**src/rtl/io_arb_pkg.sv**
```systemverilog
// Shared state encoding and width defaults for the two-requester IO bus arbiter.
package io_arb_pkg;
    typedef enum logic [1:0] {
        IDLE   = 2'd0,
        ACCESS = 2'd1,
        DONE   = 2'd2
    } state_t;

    localparam int AW_DEFAULT = 12;
    localparam int DW_DEFAULT = 32;
endpackage

```
**src/rtl/rr_arb2.sv**
```systemverilog
// Two-input round-robin arbiter; the pointer remembers the most recent winner.
module rr_arb2 (
    input  logic       clock,
    input  logic       reset,
    input  logic [1:0] req,
    input  logic       update,
    output logic [1:0] winner
);
    // 1 = requester 1 won most recently, so requester 0 takes the next tie
    logic last;

    always_comb begin
        winner = 2'b00;
        case (req)
            2'b01:   winner = 2'b01;
            2'b10:   winner = 2'b10;
            2'b11:   winner = last ? 2'b01 : 2'b10;
            default: winner = 2'b00;
        endcase
    end

    always_ff @(posedge clock) begin
        if (reset) begin
            last <= 1'b1;
        end else if (update && (req != 2'b00)) begin
            last <= winner[1];
        end
    end
endmodule

```
**src/rtl/io_arbiter.sv**
```systemverilog
// Arbitrates CPU (0) and DMA (1) transfers onto a single IO module bus,
// one transfer at a time through IDLE -> ACCESS -> DONE.
module io_arbiter
    import io_arb_pkg::*;
#(
    parameter int AW = AW_DEFAULT,
    parameter int DW = DW_DEFAULT
) (
    input  logic          clock,
    input  logic          reset,
    input  logic          req0,
    input  logic          req1,
    input  logic          wr0,
    input  logic          wr1,
    input  logic [AW-1:0] addr0,
    input  logic [AW-1:0] addr1,
    input  logic [DW-1:0] wdata0,
    input  logic [DW-1:0] wdata1,
    output logic          gnt0,
    output logic          gnt1,
    output logic          ack0,
    output logic          ack1,
    output logic          err0,
    output logic          err1,
    output logic [DW-1:0] rdata,
    output logic          io_cs,
    output logic          io_rd,
    output logic          io_wr,
    output logic [AW-1:0] Address,
    output logic [DW-1:0] IO_in,
    input  logic [DW-1:0] IO_out,
    output state_t        dbg_state
);
    // Handshake: a requester raises req with wr/addr/wdata and may drop or change
    // them once its gnt is seen; gnt marks the bus cycle, ack (with err) closes it.
    localparam logic [AW-1:0] ADDR_LAST = {{(AW-2){1'b1}}, 2'b00};

    state_t        state, state_next;
    logic [1:0]    req_vec, winner;
    logic          start;
    logic          sel_wr;
    logic [AW-1:0] sel_addr;
    logic [DW-1:0] sel_wdata;
    logic          win1_q, wr_q, bad_q;
    logic [AW-1:0] addr_q;
    logic [DW-1:0] wdata_q;

    assign req_vec   = {req1, req0};
    assign start     = (state == IDLE) && (req_vec != 2'b00);
    assign sel_wr    = winner[1] ? wr1 : wr0;
    assign sel_addr  = winner[1] ? addr1 : addr0;
    assign sel_wdata = winner[1] ? wdata1 : wdata0;
    assign dbg_state = state;

    rr_arb2 u_rr_arb2 (
        .clock  (clock),
        .reset  (reset),
        .req    (req_vec),
        .update (start),
        .winner (winner)
    );

    always_ff @(posedge clock) begin
        if (reset) begin
            state <= IDLE;
        end else begin
            state <= state_next;
        end
    end

    always_comb begin
        state_next = state;
        case (state)
            IDLE:    if (req_vec != 2'b00) state_next = ACCESS;
            ACCESS:  state_next = DONE;
            DONE:    state_next = IDLE;
            default: state_next = IDLE;
        endcase
    end

    // The winner's request is frozen here so requesters are free after the grant edge.
    always_ff @(posedge clock) begin
        if (reset) begin
            win1_q  <= 1'b0;
            wr_q    <= 1'b0;
            bad_q   <= 1'b0;
            addr_q  <= '0;
            wdata_q <= '0;
        end else if (start) begin
            win1_q  <= winner[1];
            wr_q    <= sel_wr;
            bad_q   <= sel_addr > ADDR_LAST;
            addr_q  <= sel_addr;
            wdata_q <= sel_wdata;
        end
    end

    always_ff @(posedge clock) begin
        if (reset) begin
            rdata <= '0;
        end else if ((state == ACCESS) && !wr_q && !bad_q) begin
            rdata <= IO_out;
        end
    end

    always_comb begin
        gnt0    = 1'b0;
        gnt1    = 1'b0;
        ack0    = 1'b0;
        ack1    = 1'b0;
        err0    = 1'b0;
        err1    = 1'b0;
        io_cs   = 1'b0;
        io_rd   = 1'b0;
        io_wr   = 1'b0;
        Address = '0;
        IO_in   = '0;
        case (state)
            ACCESS: begin
                gnt0 = !win1_q;
                gnt1 = win1_q;
                // An out-of-range word never reaches the IO module
                if (!bad_q) begin
                    io_cs   = 1'b1;
                    io_rd   = !wr_q;
                    io_wr   = wr_q;
                    Address = addr_q;
                    IO_in   = wdata_q;
                end
            end
            DONE: begin
                ack0 = !win1_q;
                ack1 = win1_q;
                err0 = !win1_q && bad_q;
                err1 = win1_q && bad_q;
            end
            default: ;
        endcase
    end
endmodule

```
**config.mk**
```make
export PLATFORM = sky130hd
export DESIGN_NAME = io_arbiter
export DESIGN_NICKNAME = d
export VERILOG_FILES = /design/src/rtl/io_arb_pkg.sv /design/src/rtl/rr_arb2.sv /design/src/rtl/io_arbiter.sv
export SDC_FILE = /design/constraint.sdc
export NUM_CORES = 1
export LEC_CHECK = 0
export CORE_ASPECT_RATIO = 1.5
export CORE_UTILIZATION = 35
export CTS_CLUSTER_DIAMETER = 150
export DETAILED_ROUTE_END_ITERATION = 7
export MAX_ROUTING_LAYER = met4
export PLACE_DENSITY = 0.77
export SYNTH_ARGS = -nofsm -noshare
export SYNTH_HDL_FRONTEND = slang
export SYNTH_SLANG_ARGS = --single-unit
```
**constraint.sdc**
```tcl
create_clock -name clock -period 1.25 [get_ports clock]
set_input_delay 0.25 -clock clock [delete_from_list [all_inputs] [get_ports clock]]
set_output_delay 0.25 -clock clock [all_outputs]
set_load 0.02 [all_outputs]
```
## After elaboration in Yosys (flattened, before gate mapping)

Cells that the tools add are included.

- Flip-flop bits (word level): 82
- Bits of input ports: 126
- Output and inout port bits: 87

- Order comparisons: 1
- Eq/ne operators: 6
- Multiplexer cells: 23
- Reductions and logical operators: 11

Operators by type and width:

| kind | number |
|---|---|
| 32-bit two-way mux | 3 |
| 12-bit two-way mux | 3 |
| 1-bit two-way mux | 13 |
| 12-bit greater-than comparator (second input constant) | 1 |
| 2-bit == test (second input constant) | 3 |
| 1-bit logical AND | 6 |
| 2-bit case mux with 3 select lines | 1 |
| 2-bit by 1-bit == test with 1-bit output (second input constant) | 2 |
| 2-bit two-way mux | 2 |
| 2-bit case mux with 2 select lines | 1 |
| 1-bit logical NOT | 3 |
| 2-bit logical NOT | 1 |
| 2-bit by 1-bit != test with 1-bit output (second input constant) | 1 |
| 2-bit nonzero test | 1 |

## Depth between registers and ports, before layout

- Word-level depth: 4
- Mapped depth: 7
- Depth with buffers taken out: 5

## By module

Synthesis repeated with hierarchy kept, for this count alone.

- Cell total of the unflattened synthesis: 435
- Area total of the unflattened synthesis: 3922.5 um2

By module, submodules not included:

| module | instances | cells each | area an instance (um2) |
|---|---|---|---|
| io_arbiter | 1 | 428 | 3861.2 |
| rr_arb2 | 1 | 7 | 61.3 |

## Worst setup path before layout

No wires, ideal clock.

- Kind: register -> output
- Start point: register state[0] (netlist: dbg_state[0])
- End point: output Address[10]
- Arrival: 1402 ps
- Setup slack: -402 ps
- Cell stages (with the launch flop): 5
- Cells stage by stage: dfxtp_1 nor3b_2 clkbuf_2 buf_2 and2_1

- Word-level cells in the longest chain between the ends: 2

Ends and longest elaborated chain:

| element | line | RTL |
|---|---|---|
| start, declared | io_arbiter.sv:38 | `state_t state, state_next;` |
| start signal, assigned | io_arbiter.sv:67 | `state <= state_next;` |
| 2-bit by 1-bit == test with 1-bit output | io_arbiter.sv:118 | `case (state)` |
| 12-bit two-way mux | io_arbiter.sv:118 |  |
| end, declared | io_arbiter.sv:29 | `output logic [AW-1:0] Address,` |

Every way passes these cells.

## Final worst setup path

- Start point: register state[0] (netlist: dbg_state[0])
- End point: output Address[11]

The elaborated chain is that of the path after synthesis.

==> impl_metrics.py <==
metrics = {
    "floorplanning": {
        "die_y_um": 129,
        "rows": 45,
        "core_area_mm2": 0.0102,
        "die-area_mm2": 0.0112,
        "initial_core_util_pct": 36.6,
        "pin_count": 213,
        "die_w_um": 86.6,
    },
    "critical_path": {
        "crit_path_start_kind": "flip-flop",
        "timing.rr.end": "bad_q$_SDFFE_PP0P_",
        "cp_cell_sequence": "nor3b_4, buf_4, buf_12, and2_2, buf_6",
        "r2r_slack_ps": -310,
        "end_kind": "output pin",
        "required_ps": 1000,
        "crit_type": "flip-flop to output pin",
        "cpPeakStageDelay_ps": 340,
        "ff2ff_path_depth": 9,
        "cpMaxStageDelayCell": "dfxtp_4",
        "rr_startpoint": "dbg_state[0]$_SDFFE_PP0P_",
        "arrival_ps": 1510,
        "cp_max_fo": 20,
    },
    "logic_synthesis": {
        "synth_cells": 430,
        "ys_types": 32,
        "syn-cell-area_mm2": 0.00375,
        "avgSynthCellArea_um2": 8.73,
        "yosysSeqAreaShare_pct": 43.7,
        "synth_warnings": 0,
        "synth_nets": 556,
        "ys_ff_latch": 82,
    },
    "power": {
        "p_per_area_mw_per_mm2": 1200,
        "p_int_mw": 6.51,
        "clock_power_share_pct": 36.1,
        "vdd.ir_drop.worst_mv": 0.911,
        "swShare_pct": 27.1,
        "combPwrFrac_pct": 30.0,
        "switchingPower_mw": 2.43,
        "p_total_mw": 8.94,
        "seq_power_share_pct": 33.9,
        "leakage_nw": 3.04,
    },
    "detailed_routing": {
        "vias_per_cell": 4.94,
        "drc": 0,
        "num_vias": 4083,
        "wire_per_inst_um": 16.9,
        "dr.pass1.iters": 4,
        "antenna_left": 0,
        "drt_iter0_drc": 99,
        "totalWireLength_um": 14000,
    },
    "placed_design": {
        "place_area_mm2": 0.00630,
        "dpl.hpwl_um": 8640,
        "dpl.cell_count": 777,
        "gp_congestion": 0.784,
        "io_buffers": 212,
    },
    "sta": {
        "hold_viol_final": 0,
        "rsz0062_at_grt": "yes",
        "max-slew-margin-rel_pct": 69.3,
        "hold_ws_ps": 372,
        "min_period_ps": 1760,
        "clock.fmax_ghz": 0.567,
        "finalSetupTns_ps": -45340,
        "setup_ws_ps": -512,
        "worst_slew_pin_slew_ps": 460,
        "drv_slew": 0,
        "timing.final.crit_share_pct": 141,
        "skew_ps": 6.27,
        "finalSetupViolCount": 135,
    },
    "status": {
        "violations": "setup timing",
        "status": "complete, but fails checks",
    },
    "final_layout": {
        "diodes": 0,
        "area_delta_synth_final_pct": 98.8,
        "final_cell_mix": "clkdlybuf4s50_1, dfxtp_1, nand2_1, buf_6, mux2i_1",
        "stdcell_count": 826,
        "final_layout_size_suffix_gt1_share_pct": 42.0,
        "nets": 806,
        "layout_commonest_cell": "clkdlybuf4s50_1",
        "final_cell_area_mm2": 0.00746,
    },
    "clock_network": {
        "cts_hold_repair.buffers": 0,
        "clk_path_buf_depth": 2,
        "cts_sinks": 82,
        "numCtsBuffers": 9,
        "clk_latency_ps": 330,
        "clkTransAtPathRegs_ps": 60,
        "clock-root-buffer": "clkbuf_16",
        "cts_tree": "yes",
        "h-tree-depth": 3,
    },
    "min_path": {
        "min_path_type": "primary input to flip-flop",
        "min_path_cells": 2,
        "min_from": "reset",
        "hold_end": "rdata[1]$_SDFFE_PP0P_",
    },
    "grt": {
        "groute.usage.overall_pct": 24.3,
        "grt_pass1_wl_um": 20300,
        "first_global_vias": 4221,
        "grt_max_degree": 35,
        "antenna_found_initial": 0,
        "grt-ovfl-total": 0,
    },
    "run": {
        "maxCapViolations": 0,
    },
}
==> Yosys cell counts <==
| master | n | area share [%] |
|---|---|---|
| o32ai_1 | 1 | 0.23 |
| o211ai_1 | 2 | 0.40 |
| nand4_1 | 2 | 0.33 |
| and3_1 | 3 | 0.50 |
| nand2b_1 | 3 | 0.50 |
| dfxtp_1 | 82 | 44 |
| nor4_1 | 1 | 0.17 |
| nor2_1 | 50 | 5.0 |
| nor2b_1 | 2 | 0.33 |
| nor2_4 | 1 | 0.30 |
| clkbuf_1 | 14 | 1.4 |
| nor3b_2 | 1 | 0.33 |
| nand3_1 | 3 | 0.40 |
| a21oi_1 | 33 | 4.4 |
| nand2_1 | 66 | 6.6 |
| buf_6 | 2 | 0.60 |
| buf_4 | 9 | 1.8 |
| mux2i_1 | 44 | 12 |
| buf_8 | 1 | 0.40 |
| clkbuf_2 | 1 | 0.13 |
| and2_1 | 47 | 7.8 |
| a31oi_1 | 1 | 0.17 |
| o21a_1 | 2 | 0.40 |
| inv_2 | 1 | 0.10 |
| a221o_1 | 1 | 0.27 |
| a211oi_1 | 35 | 7.0 |
| a22oi_1 | 1 | 0.20 |
| buf_2 | 9 | 1.2 |
| o21ai_0 | 1 | 0.13 |
| inv_1 | 1 | 0.10 |
| a21boi_2 | 1 | 0.30 |
| a211oi_2 | 9 | 3.0 |
==> critical path, delay by kind of cell (launching register included) <==
family                 cells  cell delay (ps)
buffers and inverters      3              430
and+or+nand+nor            2              400
DFF                        1              340
==> power groups by stage <==
stage               logic (mW)  registers, mW  clock network, mW
finish                    2.68           3.03               3.23
global route              2.84           3.06               3.38
CTS                       2.41           2.99               3.27
detailed placement        1.99           3.05                  0
global placement          1.95           3.03                  0
floorplan                 1.01           3.10                  0
==> cell type report <==
type / instances / area (µm²)
multi-input cells: 310 / 2360
flip-flops and latches: 82 / 1650
well taps: 141 / 176
clock inverters: 6 / 138
inverters: 2 / 7.51
fillers: 756 / 2790
clock buffers: 10 / 229
repair buffers: 275 / 2900
==> worst max-delay path by stage <==
stage / depth (start not counted) / slack (ps) / to / from
floorplan: 4 / -80 / Address[0] / dbg_state[0]$_SDFFE_PP0P_
global placement: 5 / -580 / io_rd / bad_q$_SDFFE_PP0P_
detailed placement: 5 / -610 / io_rd / bad_q$_SDFFE_PP0P_
CTS: 5 / -490 / Address[5] / dbg_state[1]$_SDFFE_PP0P_
global route: 5 / -570 / IO_in[31] / dbg_state[0]$_SDFFE_PP0P_
finish: 5 / -510 / Address[11] / dbg_state[0]$_SDFFE_PP0P_
==> flip-flops by register name (all words and copies together) (netlist names) <==
signal and count:
addr_q 12, u_rr_arb2.last 1, dbg_state 2, rdata 32, wdata_q 32, win1_q 1
wr_q 1, bad_q 1
==> per-stage QoR <==
stage               util (%)  setup WS, ps
global placement        61.4          -582
CTS                     69.7          -488
floorplan                  -         -84.2
global route            72.8          -571
finish                  72.8          -512
detailed placement      61.4          -607
==> timing repair <==
action                     CTS  global route
setup endpoints to repair  167           158
pin swaps                   20            39
gates cloned                 9             6
setup buffers               14            13
resized for setup          410           130
==> layer usage <==
| metal | GRT usage, % | wire length [µm] |
|---|---|---|
| met1 | 25.3 | 5250 |
| met2 | 45.2 | 7630 |
| met3 | 5.39 | 851 |
| met4 | 7.06 | 261 |
| met5 | - | 0 |
==> cells by family after synthesis <==
family,count (synthesis),synth area share (%)
AO/OA/AOI/OAI,87,16.5
buffers and inverters,38,5.73
flip-flops,82,43.7
multiplexers,44,11.7
AND/OR/NAND/NOR,179,22.3
Note: power is estimated with default switching activity, not from simulation.
==> edit 1: new RTL, same flow settings <==
The package constant `AW_DEFAULT` goes from 12 to 13.
--- a/src/rtl/io_arb_pkg.sv
+++ b/src/rtl/io_arb_pkg.sv
@@ -8,3 +8,3 @@
 
-    localparam int AW_DEFAULT = 12;
+    localparam int AW_DEFAULT = 13;
     localparam int DW_DEFAULT = 32;
Interface: changed (resized Address, addr0 and addr1); port bits go from 213 to 216. No check against the original RTL was run, so the function may have changed too.
==> edit 1 against the unedited design <==
  * The flow still finishes with violations (negative setup slack)
  * Highest routed layer unchanged
  * Combinational power up 17%
  * Wire length up 14%
  * Die area up 9.7%
  * Worst hold slack worse by 62 ps
  * Area after synthesis up 9.9%
  * Total power up 1.7%
  * Worst setup slack worse by 30 ps
  * Register-to-register slack worse by 40 ps
  * Cell area up 9.6%
  * Sequential share of layout area down 1.6 points
  * Sequential cell count up 1
==> edit 1: results (changes against the unedited design) <==
[run_status]
status=complete, but fails checks  ; unchanged
violations=negative setup slack  ; unchanged

[logic_synthesis]
synth_cell_type_count=37  ; was 32
synthMuxAreaShare_pct=10.9  ; was 11.7%
yosysSeqAreaShare_pct=40.3  ; was 43.7%
synth_compound_area_share_pct=19.9  ; was 16.5%
synth.area.top_cells=dfxtp_1 (40%), mux2i_1 (11%), and2_1 (7.3%)  ; was dfxtp_1 (44%), mux2i_1 (12%), and2_1 (7.8%)
synth_common_cells=dfxtp_1 (83), nor2_1 (51), and2_1 (48)  ; was dfxtp_1 (82), nand2_1 (66), nor2_1 (50)

[global_routing]
grt_max_degree=33  ; was 35
grt_pass1_vias=4511  ; was 4,221
grt_usage_pct=24.5  ; was 24.3%
use_met2_pct=45.2  ; about the same
use_met3_pct=5.24  ; was 5.39%
grt_util_met1_pct=25.0  ; was 25.3%

[placed_design]
placedCellCount=799  ; was 777
place_congestion=0.830  ; was 0.784
place_area_mm2=0.00671  ; was 0.00630 mm2
numPortBuffers=215  ; was 212
dpl.hpwl_mm=9.48  ; was 8.64 mm

[sta]
setup_ws_ps=-542  ; was -512 ps
timing.hold.ws_ps=310  ; was 372 ps
finClkSkew_ps=5.63  ; was 6.27 ps
setup_viol=136  ; was 135
totalNegativeSetupSlack_ps=-48940  ; was -45,340 ps

[clock_tree]
post_cts_buffers=28  ; was 14
cts_resized=470  ; was 410

[power]
clkPwrFrac_pct=32.0  ; was 36.1%
p_int_w=0.00651  ; about the same
seq_power_share_pct=33.6  ; was 33.9%
leakagePower_nw=3.33  ; was 3.04 nW
irDropWorstVdd_v=0.000803  ; was 0.000911 V

[cells_and_area]
drive_gt1_share_pct=50.0  ; was 42.0%
reg_top3=rdata: 32 flops, wdata_q: 32 flops, addr_q: 13 flops  ; was rdata: 32 flops, wdata_q: 32 flops, addr_q: 12 flops

[setup_path]
reg2reg_slack_ps=-350  ; was -310 ps
cp.arrival_ps=1540  ; was 1510 ps
crit_fanout=8  ; was 20

[drt]
drt_iter0_markers=128  ; was 99
drt_wl_total_mm=16.0  ; was 14.0 mm
drt-vias-per-instance=5.00  ; was 4.94

edit 1: layout make-up:
cell class | count | area, um2 | area share (%)
inverter | 2 | 20.0 | 0.245
sequential | 83 | 1670 | 20.4
tap | 150 | 188 | 2.29
clock buffer | 10 | 239 | 2.92
clock inverter | 6 | 87.6 | 1.07
timing repair buffer | 306 | 3500 | 42.8
multi-input combinational | 315 | 2480 | 30.3
edit 1: path summary, 6_finish.rpt:
kind	startpoint	endpoint	cells after the start
worst max-delay path	dbg_state[0]$_SDFFE_PP0P_	IO_in[23]	6
worst min register to register	rdata[14]$_SDFFE_PP0P_	rdata[14]$_SDFFE_PP0P_	2
worst min-delay path	reset	dbg_state[1]$_SDFFE_PP0P_	2
worst max register to register	dbg_state[0]$_SDFFE_PP0P_	wdata_q[19]$_SDFFE_PP0P_	7
edit 1: per-layer routing:
layer | share of wire, % | vias to the layer above
met2 | 56 | 188
met4 | 3.9 | 0
met5 | 0 | -
met3 | 5.5 | 41
li1 | - | 2063
met1 | 35 | 2065
==> edit 2: new RTL, same settings <==
Made on the original files. Reset style: asynchronous (`reset`), changed in 4 clocked blocks.
--- a/src/rtl/rr_arb2.sv
+++ b/src/rtl/rr_arb2.sv
@@ -21,3 +21,3 @@
 
-    always_ff @(posedge clock) begin
+    always_ff @(posedge clock or posedge reset) begin
         if (reset) begin
--- a/src/rtl/io_arbiter.sv
+++ b/src/rtl/io_arbiter.sv
@@ -62,3 +62,3 @@
 
-    always_ff @(posedge clock) begin
+    always_ff @(posedge clock or posedge reset) begin
         if (reset) begin
@@ -81,3 +81,3 @@
     // The winner's request is frozen here so requesters are free after the grant edge.
-    always_ff @(posedge clock) begin
+    always_ff @(posedge clock or posedge reset) begin
         if (reset) begin
@@ -97,3 +97,3 @@
 
-    always_ff @(posedge clock) begin
+    always_ff @(posedge clock or posedge reset) begin
         if (reset) begin
Check against the original RTL: differs if reset is asserted again (counterexample within 4 cycles, from zero or initial values and one cycle with reset high); with reset held inactive, the same outputs for 10 cycles.
==> edit 2 against the unedited design <==
  * Cell area rose by 9.7%
  * Critical endpoint is now Address[9]
  * Area after synthesis rose by 2.7%
  * Sequential cell count did not move
  * Synthesized cell count fell by 20%
  * Wire length rose by 5.4%
  * Clock skew fell by 0.54 ps
  * The flow still finishes with violations (negative setup slack)
  * Worst setup slack got worse by 29 ps
Power is not compared: it rests on default switching activity, and its combinational part moved more than twofold at a synthesized area within 25%.
==> edit 2: results (changes against the unedited design) <==
[run_status]
status=complete, but fails checks  ; unchanged
violations=negative setup slack  ; unchanged

[drt]
drt_wl_total_mm=14.8  ; was 14.0 mm
route.met3.wl_um=757  ; was 851 um
drt_iter0_markers=138  ; was 99
wl_met1_mm=5.56  ; was 5.25 mm

[cells_and_area]
n_all_buffers=283  ; was 275
clk_share_pct=4.17  ; was 4.91%
nets=746  ; was 806
drive_gt1_share_pct=55.3  ; was 42.0%
inv_count=3  ; was 2
register_area_mm2=0.00206  ; was 0.00165 mm2

[logic_synthesis]
synth-async-reset-ratio_pct=100  ; was 0%
synth.area.top_cells=dfrtp_1 (53%), mux2i_1 (11%), and2_1 (7.6%)  ; was dfxtp_1 (44%), mux2i_1 (12%), and2_1 (7.8%)
syn_nets=472  ; was 556
synth_cell_type_count=33  ; was 32
synth_compound_area_share_pct=7.88  ; was 16.5%

[global_routing]
grt_util_met1_pct=27.2  ; was 25.3%
grt_pass1_wl_mm=20.8  ; was 20.3 mm
grt_pass1_vias=4022  ; was 4,221
grt_usage_pct=25.3  ; was 24.3%

[setup_path]
reg2reg_to=rdata[7]$_DFFE_PP0P_  ; was bad_q$_SDFFE_PP0P_
r2r_cells=6  ; was 9
reg2reg_slack_ps=-440  ; was -310 ps
crit_fanout=11  ; was 20

[placed_design]
placedCellCount=707  ; was 777
place_area_mm2=0.00650  ; was 0.00630 mm2
place_congestion=0.853  ; was 0.784
dpl.hpwl_mm=8.15  ; was 8.64 mm

[sta]
tightestPinTransition_ps=495  ; was 460 ps
setup_viol=136  ; was 135
setup_ws_ps=-541  ; was -512 ps
totalNegativeSetupSlack_ps=-55560  ; was -45,340 ps

-- edit 2: changes by cell type after synthesis, sizes merged, moves of 32 or more --
cell,unedited run,this run
a211oi,44,0
a21oi,33,1
dfrtp,0,81
dfxtp,82,0
mux2,0,32
nor2,51,4
o21ai,1,45
-- edit 2: power breakdown --
group | internal (W) | total, W | switching [W] | leakage, nW
clock | 0.00199 | 0.00303 | 0.00104 | 0.165
sequential | 0.00402 | 0.00508 | 0.00107 | 0.988
combinational | 0.00729 | 0.0130 | 0.00576 | 2.55
total | 0.0133 | 0.0212 | 0.00787 | 3.70
-- edit 2: what timing repair did --
action / in CTS / in global routing
cloned: 21 / 3
gates resized for setup: 512 / 108
setup endpoints to repair: 168 / 151
buffers inserted: 23 / 8
pin swaps: 23 / 17
-- edit 2: critical path, cell delays in order, from the launching register on --
cell	delay (ps)
dfrtp_2	400
nand2b_4	150
nor2_4	120
buf_12	140
buf_12	130
and2_4	150
buf_6	110
-- edit 2: cell families (layout without fill, tap and decap cells) --
| kind of cell | count (synthesis) | after routing |
|---|---|---|
| DFF | 82 | 82 |
| muxes | 76 | 76 |
| AOI/OAI and AO/OA | 55 | 57 |
| and+or+nand+nor | 108 | 108 |
| buffers and inverters | 25 | 301 |
-- edit 2: worst max path at each step --
stage	from	to	slack, ps	depth (start not counted)
2_1_floorplan	dbg_state[1]$_DFFE_PP0P_	rdata[19]$_DFFE_PP0P_	-270	4
3_3_place_gp	dbg_state[1]$_DFFE_PP0P_	io_wr	-640	5
3_5_place_dp	dbg_state[1]$_DFFE_PP0P_	io_wr	-640	5
4_1_cts	dbg_state[1]$_DFFE_PP0P_	IO_in[31]	-560	6
5_1_grt	dbg_state[1]$_DFFE_PP0P_	Address[9]	-590	6
6_report	dbg_state[1]$_DFFE_PP0P_	Address[9]	-540	6
